**src/rtl/alu_issue_ctrl.sv**
```systemverilog
// Issue controller for the external combinational 16-bit ALU: READ -> EXEC -> WB per instruction.
// Optional macro ALU_ISSUE_FLAGS_EN adds flag_z / flag_c outputs, updated on writeback.
module alu_issue_ctrl #(
  parameter int DATA_W     = 16,
  parameter int REG_ADDR_W = 3
) (
  input  logic                  clk,
  input  logic                  reset,
  input  logic                  instr_valid,
  output logic                  instr_ready,
  input  logic [15:0]           instr,
  output logic [DATA_W-1:0]     rsdata,
  output logic [DATA_W-1:0]     rmdata,
  output logic [DATA_W-1:0]     N,
  output logic                  instr_bit_15,
  output logic [1:0]            instr_bit_12_11,
  input  logic [DATA_W-1:0]     aluout,
  output logic [DATA_W-1:0]     result,
  output logic                  done,
  output logic                  err,
`ifdef ALU_ISSUE_FLAGS_EN
  output logic                  flag_z,
  output logic                  flag_c,
`endif
  input  logic [REG_ADDR_W-1:0] dbg_addr,
  output logic [DATA_W-1:0]     dbg_data
);

  localparam int NREG = 2 ** REG_ADDR_W;

  typedef enum logic [2:0] {
    S_IDLE,
    S_READ,
    S_EXEC,
    S_WB,
    S_ERR
  } state_t;

  state_t state_q, state_d;

  logic [DATA_W-1:0]     rf [NREG];
  logic [2:0]            op_q;
  logic [REG_ADDR_W-1:0] rd_q, rm_q;
  logic [7:0]            imm_q;
  logic [DATA_W-1:0]     result_q;
  logic [2:0]            in_op;
  logic                  in_legal;

  // opcodes 101 and 111 are the only holes in the map
  assign in_op    = {instr[15], instr[12:11]};
  assign in_legal = (instr[14:13] == 2'b00) && !(in_op[2] && in_op[0]);

  always_ff @(posedge clk or posedge reset) begin
    if (reset) state_q <= S_IDLE;
    else       state_q <= state_d;
  end

  always_comb begin
    state_d = state_q;
    unique case (state_q)
      S_IDLE: if (instr_valid) state_d = in_legal ? S_READ : S_ERR;
      S_READ: state_d = S_EXEC;
      S_EXEC: state_d = S_WB;
      S_WB:   state_d = S_IDLE;
      S_ERR:  state_d = S_IDLE;
      default: state_d = S_IDLE;
    endcase
  end

  assign instr_ready = (state_q == S_IDLE) && !reset;
  assign done        = (state_q == S_WB);
  assign err         = (state_q == S_ERR);
  assign dbg_data    = rf[dbg_addr];

`ifdef ALU_ISSUE_FLAGS_EN
  logic              carry_q, carry_d;
  logic [DATA_W-1:0] opnd_b;
  logic [DATA_W:0]   sum_ext;

  // Carry is rebuilt from the registered ALU-port values, not taken from the ALU.
  always_comb begin
    opnd_b  = instr_bit_12_11[0] ? N : rmdata;
    sum_ext = {1'b0, rsdata} + {1'b0, opnd_b};
    carry_d = 1'b0;
    case ({instr_bit_15, instr_bit_12_11[1]})
      2'b00:   carry_d = sum_ext[DATA_W];
      2'b01:   carry_d = (rsdata >= opnd_b);
      2'b10:   carry_d = rsdata[DATA_W-1];
      default: carry_d = rsdata[0];
    endcase
  end
`endif

  always_ff @(posedge clk or posedge reset) begin
    if (reset) begin
      op_q            <= '0;
      rd_q            <= '0;
      rm_q            <= '0;
      imm_q           <= '0;
      rsdata          <= '0;
      rmdata          <= '0;
      N               <= '0;
      instr_bit_15    <= 1'b0;
      instr_bit_12_11 <= '0;
      result_q        <= '0;
      result          <= '0;
      for (int unsigned i = 0; i < NREG; i++) rf[i] <= '0;
`ifdef ALU_ISSUE_FLAGS_EN
      carry_q         <= 1'b0;
      flag_z          <= 1'b0;
      flag_c          <= 1'b0;
`endif
    end else begin
      unique case (state_q)
        S_IDLE: begin
          if (instr_valid) begin
            op_q  <= in_op;
            rd_q  <= REG_ADDR_W'(instr[10:8]);
            rm_q  <= REG_ADDR_W'(instr[7:5]);
            imm_q <= instr[7:0];
          end
        end
        S_READ: begin
          rsdata          <= rf[rd_q];
          rmdata          <= rf[rm_q];
          N               <= DATA_W'(imm_q);
          instr_bit_15    <= op_q[2];
          instr_bit_12_11 <= op_q[1:0];
        end
        S_EXEC: begin
          result_q <= aluout;
`ifdef ALU_ISSUE_FLAGS_EN
          carry_q  <= carry_d;
`endif
        end
        S_WB: begin
          rf[rd_q] <= result_q;
          result   <= result_q;
`ifdef ALU_ISSUE_FLAGS_EN
          flag_z   <= (result_q == '0);
          flag_c   <= carry_q;
`endif
        end
        default: ;
      endcase
    end
  end

endmodule

```
**config.mk**
```make
export PLATFORM = sky130hd
export DESIGN_NAME = alu_issue_ctrl
export DESIGN_NICKNAME = d
export VERILOG_FILES = /design/src/rtl/alu_issue_ctrl.sv
export SDC_FILE = /design/constraint.sdc
export NUM_CORES = 1
export LEC_CHECK = 0
export BUFFER_PORTS_ARGS = -buffer_cell sky130_fd_sc_hd__buf_2
export CAP_MARGIN = 30
export CORE_UTILIZATION = 57
export DETAILED_ROUTE_END_ITERATION = 8
export PLACE_DENSITY = 0.82
export SLEW_MARGIN = 20
export SYNTH_ARGS = -nofsm -noshare
export SYNTH_HDL_FRONTEND = slang
export SYNTH_SLANG_ARGS = --single-unit
```
**constraint.sdc**
```tcl
create_clock -name clk -period 6.86 [get_ports clk]
set_input_delay 0 -clock clk [delete_from_list [all_inputs] [get_ports clk]]
set_output_delay 0 -clock clk [all_outputs]
set_load 0.01 [all_outputs]
```
==> results of run 1 <==
[metal layers]
metal  vias to the layer above  global-route usage, %  part of all wire, %
li1                       3122                      -                    -
met3                        44                   3.86                  6.3
met2                       315                   45.3                   49
met4                         0                   7.02                  1.8
met5                         -                      0                    0
met1                      3806                   38.2                   43
[cell usage in the layout (no fill, tap or decap), types with 20 or more instances in the layout]
cell,count
dfrtp_1,216
mux2_2,166
buf_2,115
mux4_2,89
nand2_1,51
mux2i_1,35
dlygate4sd3_1,35
nor2_1,34
a21oi_1,30
clkbuf_16,24
mux2_4,20
[registers in the layout, summed over array words and instances (netlist names)]
| name | count |
|---|---|
| rf | 128 |
| result | 16 |
| result_q | 16 |
| rmdata | 16 |
| rsdata | 16 |
| N | 8 |
| imm_q | 5 |
| op_q | 3 |
| rd_q | 3 |
| rm_q | 3 |
| state_q | 3 |
| instr_bit_12_11 | 2 |
| instr_bit_15 | 1 |
[cell families (layout without fill, tap and decap cells)]
family,after synthesis,in the layout,share of synthesized area [%]
other cells,1,8,0.0332
simple gates,109,109,4.75
mux,310,310,40.0
buf+inv,87,217,4.06
flops,220,220,48.7
compound gates,49,49,2.39
[worst paths after layout]
check	from	to	cells after the start
worst max-delay path	state_q[2]$_DFFE_PP0P_	rf[11]$_DFFE_PP0P_	4
worst min-delay path	reset	result[14]$_DFFE_PP0P_	3
worst max register to register	state_q[2]$_DFFE_PP0P_	rf[11]$_DFFE_PP0P_	4
worst min register to register	result[9]$_DFFE_PP0P_	result[9]$_DFFE_PP0P_	2
max in group asynchronous	reset	rmdata[8]$_DFFE_PP0P_	6
min in group clk	aluout[0]	result_q[0]$_DFFE_PP0N_	3
[report_power, final]
| part | switching (mW) | internal, mW |
|---|---|---|
| registers | 0.597 | 1.80 |
| clock network | 0.536 | 0.838 |
| logic | 0.962 | 1.22 |
[through the flow]
step | power, mW | cell area (um2) | util, % | setup slack [ns]
floorplan | 3.87 | 11300 | - | 0.839
global placement | 4.41 | 11900 | 61.0 | 4.08
detailed placement | 4.52 | 12000 | 61.6 | 4.03
CTS | 5.93 | 13200 | 67.8 | 3.99
global route | 6.29 | 13300 | 68.4 | 3.94
finish | 5.96 | 13300 | 68.4 | 4.06
[critical path: cells and delay by family (launching register included)]
| kind | cells | cell delay (ns) |
|---|---|---|
| multiplexers | 1 | 0.42 |
| flip-flops | 1 | 0.50 |
| AND/OR/NAND/NOR | 2 | 1.28 |
| buffers and inverters | 1 | 0.46 |
[layout make-up]
cell class                      count  area, um2
Timing Repair Buffer              170       1230
Fill cell                        1321       6150
Inverter                            3       18.8
Clock inverter                     13        179
Multi-Input combinational cell    476       5380
Sequential cell                   220       5510
Tap cell                          265        332
Clock buffer                       31        667
[what timing repair did]
item / CTS / global route
gates resized for setup: 0 / 0
hold buffers: 35 / 0
setup endpoints to repair: 0 / 0
endpoints found under the hold margin: 175 / 0
==> results.md, run 1 <==
* Status: finished, final reports clean
* Crit-path slowest cell: and3_1
* Post-synthesis average cell area at roughly 15 um2
* Fin cells at roughly 1200
* Slew margin rel. at 33.7%
* First-pass GRT wire length at approximately 42 mm
* DP HPWL at around 16 mm
* Setup Viol. Count Final at 0
* Max-capacitance violation count at 0
* Post-DRT Antenna Nets at 0
* RSZ-0062 raised after global routing: false
* Synthesis-to-layout area growth at 17.8%
* Avg WL per Cell at 22.7 um
* Fin. max-slew vios at 0
* CTS Buffer Depth at 3
* Clk_lat worst skew at 0.53 ns
* Setup_tns at 0 ns
* Clock root cell: clkbuf_16
* Number of synthesized register bits at 220
* CP cell instances: nand3b_4 > inv_2 > and3_1 > mux2_2
* DRT iter0 DRCs at between 400 and 500
* All-Layer GR Usage at 27.3%
* Share of the yosys chip area belonging to registers at 48.7%
* Top cell type's share of synthesized area at 48.7%
* Worst hold slack at 0.0483 ns
* Hold Path Class: input pin to asynchronous set/reset pin
* Site row count at 51
* Diodes inserted at 0
* Initial Utilization at 58.1%
* GP Congestion at 0.825
* Post-synth top flop: dfrtp_1
* R2R setup slack at between 4 and 5 ns
* GRT Residual Overflow at 0
* Power per cell area at 448 mW/mm2
* CP endpoint kind: register
* CTS Buf Count at 24
* # IOs at 124
* Die width at 143 um
* Sink Count at 220
* Core box area at roughly 0.019 mm2
* Initial antenna violation count at 0
* Most common cell in the netlist: dfrtp_1
* Post-synth ARST share at 100%
* Inst Count DP at 1093
* # H-tree levels at 1
* WP data required at about 7.3 ns
* Final worst path period need at 2.80 ns
* Yosys top cell by area: dfrtp_1
* Clock transition at path regs at 0.06 ns
* Post-Syn Area at 0.0113 mm2
* Total Routed Length at 26.8 mm
* Setup Skew at 0.0187 ns
* # DRC at 0
* EDFF count, synth at 0
* CP Max Fanout at 20
* Final period utilization at 40.7%
* Leakage at just over 6 nW
* Largest net degree at the start of global routing at 145
* Port Buffers at 115
* Hold Violations, Final at 0
* Worst-Margin Slew at between 0.9 and 1 ns
* Via count at around 7300
* Element type at the critical path start: register
* Synth warn at 0
* Avg Vias per Cell at roughly 6.2
* Post-synthesis instance total at 776
* WP data arrival at between 3 and 4 ns
* Commonest cells in the netlist: dfrtp_1 (220), mux2_2 (166), mux4_2 (89)
* Share of cells above drive strength 1 at 51.4%
* Worst stage delay on the critical path at 0.90 ns
* CTS tree: yes
* Setup Fix Bufs, Post-CTS at 0
* Peak VDD IR at approximately 0.27 mV
* Yosys cell types at 44
* Die area at 0.0204 mm2
* Die H at 143 um
* Nets at 933
* Setup CP Type: register to register
* Vias in the first global route at 7367
* Max Clk Rate at 358 MHz
* Synth area leaders: dfrtp_1 (49%), mux4_2 (18%), mux2_2 (17%)
* DR pass1 iterations at 5
No activity file was read; power rests on OpenSTA's default activity.
==> inputs of run 2 (changes only) <==
==> constraint.sdc (replaced) <==
create_clock -name clk -period 2.7 [get_ports clk]
set_input_delay 0 -clock clk [delete_from_list [all_inputs] [get_ports clk]]
set_output_delay 0 -clock clk [all_outputs]
set_load 0.01 [all_outputs]
==> results.md, run 2 (synthesized netlist as in run 1, its figures left out) <==
* Status: finished, final reports clean
* CTS Buf Count at 23 (-4.2%)
* CTS tree: yes
* Setup Skew at 0.0185 ns (-0.000168 ns)
* Commonest cells after routing, fill and taps aside: dfrtp_1 (216), mux2_2 (166), buf_2 (115)
* # H-tree levels at 1 (unchanged)
* # IOs at 124 (unchanged)
* CP cell instances: nor4b_4 > nand2_1 > dlygate4sd3_1 > o21ai_0 > dlygate4sd3_1
* R2R Path Start: state_q[1]$_DFFE_PP0P_
* Hold Violations, Final at 0 (unchanged)
* Sequential share of power at 41.6% (+1.3 points)
* R2R setup slack at 0.20 ns (-3.86 ns)
* Final worst path period need at 2.50 ns (-0.296 ns)
* Fin. max-slew vios at 0 (unchanged)
* Sink Count at 220 (unchanged)
* Critical path's most frequent cell: dlygate4sd3_1
* RSZ-0062 raised after global routing: false
* Clock root cell: clkbuf_16
* Peak VDD IR at 0.728 mV (+170%)
* Post-Layout Inst Area at 0.0132 mm2 (-0.60%)
* Final period utilization at 92.6% (+52 points)
* Leakage at 6.16 nW (-0.78%)
* CTS Buffer Depth at 3 (unchanged)
* Die H at 143 um (unchanged)
* Vias in the first global route at 7754 (+5.3%)
* Post-DRT Antenna Nets at 0 (unchanged)
* Initial Utilization at 58.1% (unchanged)
* Worst hold slack at 0.109 ns (+0.0610 ns)
* First-pass GRT wire length at 43.2 mm (+3.0%)
* # resized after CTS at 0 (unchanged)
* Avg Vias per Cell at 6.16 (-0.42%)
* Power per cell area at 1110 mW/mm2 (+150%)
* Share of cells above drive strength 1 at 50.7% (-0.66 points)
* Synthesis-to-layout area growth at 17.1%
* Start point of the critical path: state_q[1]$_DFFE_PP0P_
* Setup Viol. Count Final at 0 (unchanged)
* Switching Share at 35.7% (+0.53 points)
* Internal at 9.45 mW (+140%)
* Commonest non-fill, non-tap cell in the layout: dfrtp_1
* Element type at the critical path start: register
* Site row count at 51 (unchanged)
* Clock network power share at 20.2% (-2.9 points)
* Total Routed Length at 27.1 mm (+1.1%)
* Setup_tns at 0 ns (unchanged)
* Port Buffers at 115 (unchanged)
* Crit-path slowest cell: dlygate4sd3_1
* GP Congestion at 0.818 (-0.92%)
* Worst flop-to-flop path endpoint: rd_q[2]$_DFFE_PP0P_
* Max Clk Rate at 400 MHz (+12%)
* Hold Buf Count CTS at 40 (+14%)
* Core box area at 0.0195 mm2 (unchanged)
* CP Max Fanout at 8 (-60%)
* Nets at 947 (+1.5%)
* Hold Path Class: input pin to asynchronous set/reset pin
* Via count at 7318 (+0.43%)
* DR pass1 iterations at 5 (unchanged)
* Worst stage delay on the critical path at 0.58 ns (-0.32 ns)
* All-Layer GR Usage at 28.1% (+0.82 points)
* Clock transition at path regs at 0.07 ns (about the same)
* Setup slack at placement at 0.439 ns (-3.59 ns)
* Fin util at 68.0% (-0.41 points)
* Setup ws final at 0.201 ns (-3.86 ns)
* Setup CP Type: register to register
* Placement Cell Area at 0.0121 mm2 (+1.2%)
* Cells on worst reg2reg path at 5 (+1)
* DP HPWL at 17.1 mm (+6.7%)
* Die area at 0.0204 mm2 (unchanged)
* Die width at 143 um (unchanged)
* CP Depth at 5 (+1)
* Slew margin rel. at 45.6% (+12 points)
* GRT Residual Overflow at 0 (unchanged)
* WP data arrival at 2.93 ns (-0.27 ns)
* Comb pwr share at 38.2% (+1.5 points)
* Max-capacitance violation count at 0 (unchanged)
* Setup Fix Bufs, Post-CTS at 0 (unchanged)
* CP Capture Point: rd_q[2]$_DFFE_PP0P_
* Largest Register: rf
* Largest net degree at the start of global routing at 84 (-42%)
* WP data required at 3.13 ns (-4.13 ns)
* P_sw at 5.25 mW (+150%)
* Worst-Margin Slew at 0.816 ns (-0.178 ns)
* Clk_lat worst skew at 0.51 ns (-0.02 ns)
* DRT iter0 DRCs at 469 (+4.0%)
* Inst Count DP at 1109 (+1.5%)
* # fillers at 1307 (-1.1%)
* Largest delay share family, worst path: buffers and inverters
* WP buf/inv at 2 (+1)
* Fin cells at 1188 (+0.85%)
* Avg WL per Cell at 22.8 um (+0.28%)
* Initial antenna violation count at 0 (unchanged)
* Diodes inserted at 0 (unchanged)
* # DRC at 0 (unchanged)
* Final Power at 14.7 mW (+150%)
* CP endpoint kind: register
* Max reg flops at 128 (unchanged)
## run 2: changes by cell type in the layout (fill, tap and decap cells not counted), sizes merged
cell	delta
buf	+10
dlygate4sd3	+5
inv	-1
clkinv	-5
clkbuf	+3
bufinv	-3
clkinvlp	+1
## run 2: worst register-to-register path: cells and delay by family (launching register included)
family	cells	cell delay, ns
buf+inv	2	1.16
compound gates	1	0.09
simple gates	2	0.68
flops	1	0.50
## run 2: routing by layer
metal	wire length [um]	global-route usage, %	up-vias
met3	1630	4.39	45
met2	13700	48.0	289
met1	11200	37.6	3841
met5	0	0	-
met4	527	7.92	0
li1	-	-	3143
## run 2: final cells by class
| cell class | instances | area [um2] | share of cell area (%) |
|---|---|---|---|
| clock buffers | 34 | 637 | 4.81 |
| clock inverters | 5 | 52.6 | 0.397 |
| well taps | 265 | 332 | 2.51 |
| repair buffers | 185 | 1300 | 9.84 |
| multi-input cells | 476 | 5380 | 40.7 |
| inverters | 3 | 15.0 | 0.113 |
| flip-flops and latches | 220 | 5510 | 41.7 |
## run 2: how the worst min path moves through the flow
stage          startpoint                             end  slack (ns)
2_1_floorplan       reset                     instr_ready        0.05
3_3_place_gp        reset          state_q[0]$_DFFE_PP0P_        0.08
3_5_place_dp        reset                N[7]$_DFFE_PP0P_        0.08
4_1_cts             reset  instr_bit_12_11[0]$_DFFE_PP0P_        0.09
5_1_grt             reset  instr_bit_12_11[0]$_DFFE_PP0P_        0.15
6_report            reset  instr_bit_12_11[0]$_DFFE_PP0P_        0.11
## run 2: power groups by stage
stage	clock network [mW]	registers [mW]	logic (mW)
2_1_floorplan	0	5.45	4.40
4_1_cts	3.01	6.08	5.63
3_3_place_gp	0	6.03	5.36
5_1_grt	3.15	6.33	6.07
3_5_place_dp	0	6.11	5.50
6_report	2.97	6.12	5.62
==> inputs of run 3 (changes only) <==
--- a/config.mk
+++ b/config.mk
@@ -10,6 +10,7 @@
 export CORE_UTILIZATION = 57
 export DETAILED_ROUTE_END_ITERATION = 8
 export PLACE_DENSITY = 0.82
+export RECOVER_POWER = 25
 export SLEW_MARGIN = 20
 export SYNTH_ARGS = -nofsm -noshare
 export SYNTH_HDL_FRONTEND = slang
==> results.md, run 3 (synthesized netlist as in run 1, its figures left out) <==
* Worst hold slack at 0.253 ns (+0.144 ns)
* CTS Buf Count at 23 (unchanged)
* # IOs at 124 (unchanged)
* CTS tree: yes
* Max reg flops at 128 (unchanged)
* Core box area at 0.0195 mm2 (unchanged)
* Peak VDD IR at 0.730 mV (+0.24%)
* Nets at 947 (unchanged)
* CP endpoint kind: register
* Setup Viol. Count Final at 0 (unchanged)
* DP HPWL at 17.1 mm (unchanged)
* # DRC at 0 (unchanged)
* Setup CP Type: register to register
* Commonest cells after routing, fill and taps aside: dfrtp_1 (216), mux2_2 (166), buf_2 (114)
* Via count at 7337 (+0.26%)
* DR pass1 iterations at 5 (unchanged)
* Sink Count at 220 (unchanged)
* Initial antenna violation count at 0 (unchanged)
* Clk_lat worst skew at 0.51 ns (about the same)
* Largest Register: rf
* Setup slack at placement at 0.439 ns (unchanged)
* CTS Buffer Depth at 3 (unchanged)
* Final period utilization at 93.2% (+0.62 points)
* Fin cells at 1188 (unchanged)
* Largest delay share family, worst path: buffers and inverters
* Hold Violations, Final at 0 (unchanged)
* Largest net degree at the start of global routing at 84 (unchanged)
* Final worst path period need at 2.52 ns (+0.0166 ns)
* Critical path's most frequent cell: dlygate4sd3_1
* Element type at the critical path start: register
* WP data required at 3.12 ns (about the same)
* Post-DRT Antenna Nets at 0 (unchanged)
* Site row count at 51 (unchanged)
* Worst stage delay on the critical path at 0.58 ns (about the same)
* Die area at 0.0204 mm2 (unchanged)
* GP Congestion at 0.818 (unchanged)
* Setup ws final at 0.184 ns (-0.0166 ns)
* CP Max Fanout at 8 (unchanged)
* Diodes inserted at 0 (unchanged)
* Setup_tns at 0 ns (unchanged)
* Clock transition at path regs at 0.07 ns (about the same)
* Avg Vias per Cell at 6.18 (+0.26%)
* DRT iter0 DRCs at 430 (-8.3%)
* Port Buffers at 115 (unchanged)
* Inst Count DP at 1109 (unchanged)
* Final Power at 14.7 mW (about the same)
* Leakage at 6.15 nW (-0.24%)
* Power per cell area at 1110 mW/mm2 (+0.15%)
* RSZ-0062 raised after global routing: false
* Post-Layout Inst Area at 0.0132 mm2 (-0.18%)
* Hold Path Class: input pin to asynchronous set/reset pin
* Initial Utilization at 58.1% (unchanged)
* Share of cells above drive strength 1 at 50.4% (-0.33 points)
* Slew margin rel. at 14.1% (-31 points)
* Fin util at 67.8% (-0.12 points)
* WP buf/inv at 2 (unchanged)
* WP data arrival at 2.94 ns (about the same)
* Worst-Margin Slew at 1.29 ns (+0.472 ns)
* Vias in the first global route at 7754 (unchanged)
* Clock root cell: clkbuf_16
* CP cell instances: nor4b_4 > nand2_1 > dlygate4sd3_1 > o21ai_0 > dlygate4sd3_1
* # fillers at 1310 (+0.23%)
* # H-tree levels at 1 (unchanged)
* All-Layer GR Usage at 28.1% (unchanged)
* # resized after CTS at 0 (unchanged)
* Setup Skew at 0.0197 ns (+0.00115 ns)
* Placement Cell Area at 0.0121 mm2 (unchanged)
* Total Routed Length at 27.1 mm (about the same)
* First-pass GRT wire length at 43.2 mm (unchanged)
* Max Clk Rate at 397 MHz (-0.66%)
* Die H at 143 um (unchanged)
* Die width at 143 um (unchanged)
* Status: finished, final reports clean
* Max-capacitance violation count at 0 (unchanged)
* Synthesis-to-layout area growth at 16.9%
* Fin. max-slew vios at 0 (unchanged)
* GRT Residual Overflow at 0 (unchanged)
* Crit-path slowest cell: nor4b_4
* Commonest non-fill, non-tap cell in the layout: dfrtp_1
* Avg WL per Cell at 22.8 um (about the same)
[run 3: cell count changes in the layout (fill, tap and decap cells not counted), sizes merged]
cell    before  now
clkbuf      34   38
buf        145  141
[run 3: layer usage]
metal | up-vias | track usage (%) | part of all wire (%)
met5 | - | 0 | 0
met4 | 0 | 7.92 | 1.9
met3 | 49 | 4.39 | 5.8
met2 | 279 | 48.0 | 51
met1 | 3865 | 37.6 | 42
li1 | 3144 | - | -
[run 3: what timing repair did]
action / 4_1_cts / 5_1_grt
setup buffers: 0 / 0
hold buffers: 40 / 0
hold endpoints to repair: 51 / 0
endpoints found under the setup margin: 0 / 0
[run 3: path summary, 6_finish.rpt]
path	endpoint	start	cells past startpoint	slack, ns
max	rd_q[2]$_DFFE_PP0P_	state_q[1]$_DFFE_PP0P_	5	0.18
min	instr_bit_12_11[0]$_DFFE_PP0P_	reset	3	0.25
max reg2reg	rd_q[2]$_DFFE_PP0P_	state_q[1]$_DFFE_PP0P_	5	0.18
min reg2reg	result[2]$_DFFE_PP0P_	result[2]$_DFFE_PP0P_	2	0.48
max in group asynchronous	rd_q[2]$_DFFE_PP0P_	reset	4	0.70
min in group clk	result_q[5]$_DFFE_PP0N_	aluout[5]	3	0.26
[run 3: layout make-up]
cell class	count	area (um2)	area share (%)
Tap cell	265	332	2.51
Sequential cell	220	5510	41.7
Multi-Input combinational cell	476	5380	40.8
Inverter	3	12.5	0.0948
Timing Repair Buffer	185	1280	9.69
Clock buffer	34	637	4.82
Clock inverter	5	52.6	0.398
[run 3: report_power, final]
part	internal [mW]	switching (mW)
Clock	1.72	1.24
Sequential	4.58	1.54
Combinational	3.15	2.46
Total	9.45	5.25
[run 3: tightest hold or removal path, cell delays in order]
cell and delay, ns:
dlygate4sd3_1 0.55, clkbuf_1 0.13, clkinvlp_2 0.61
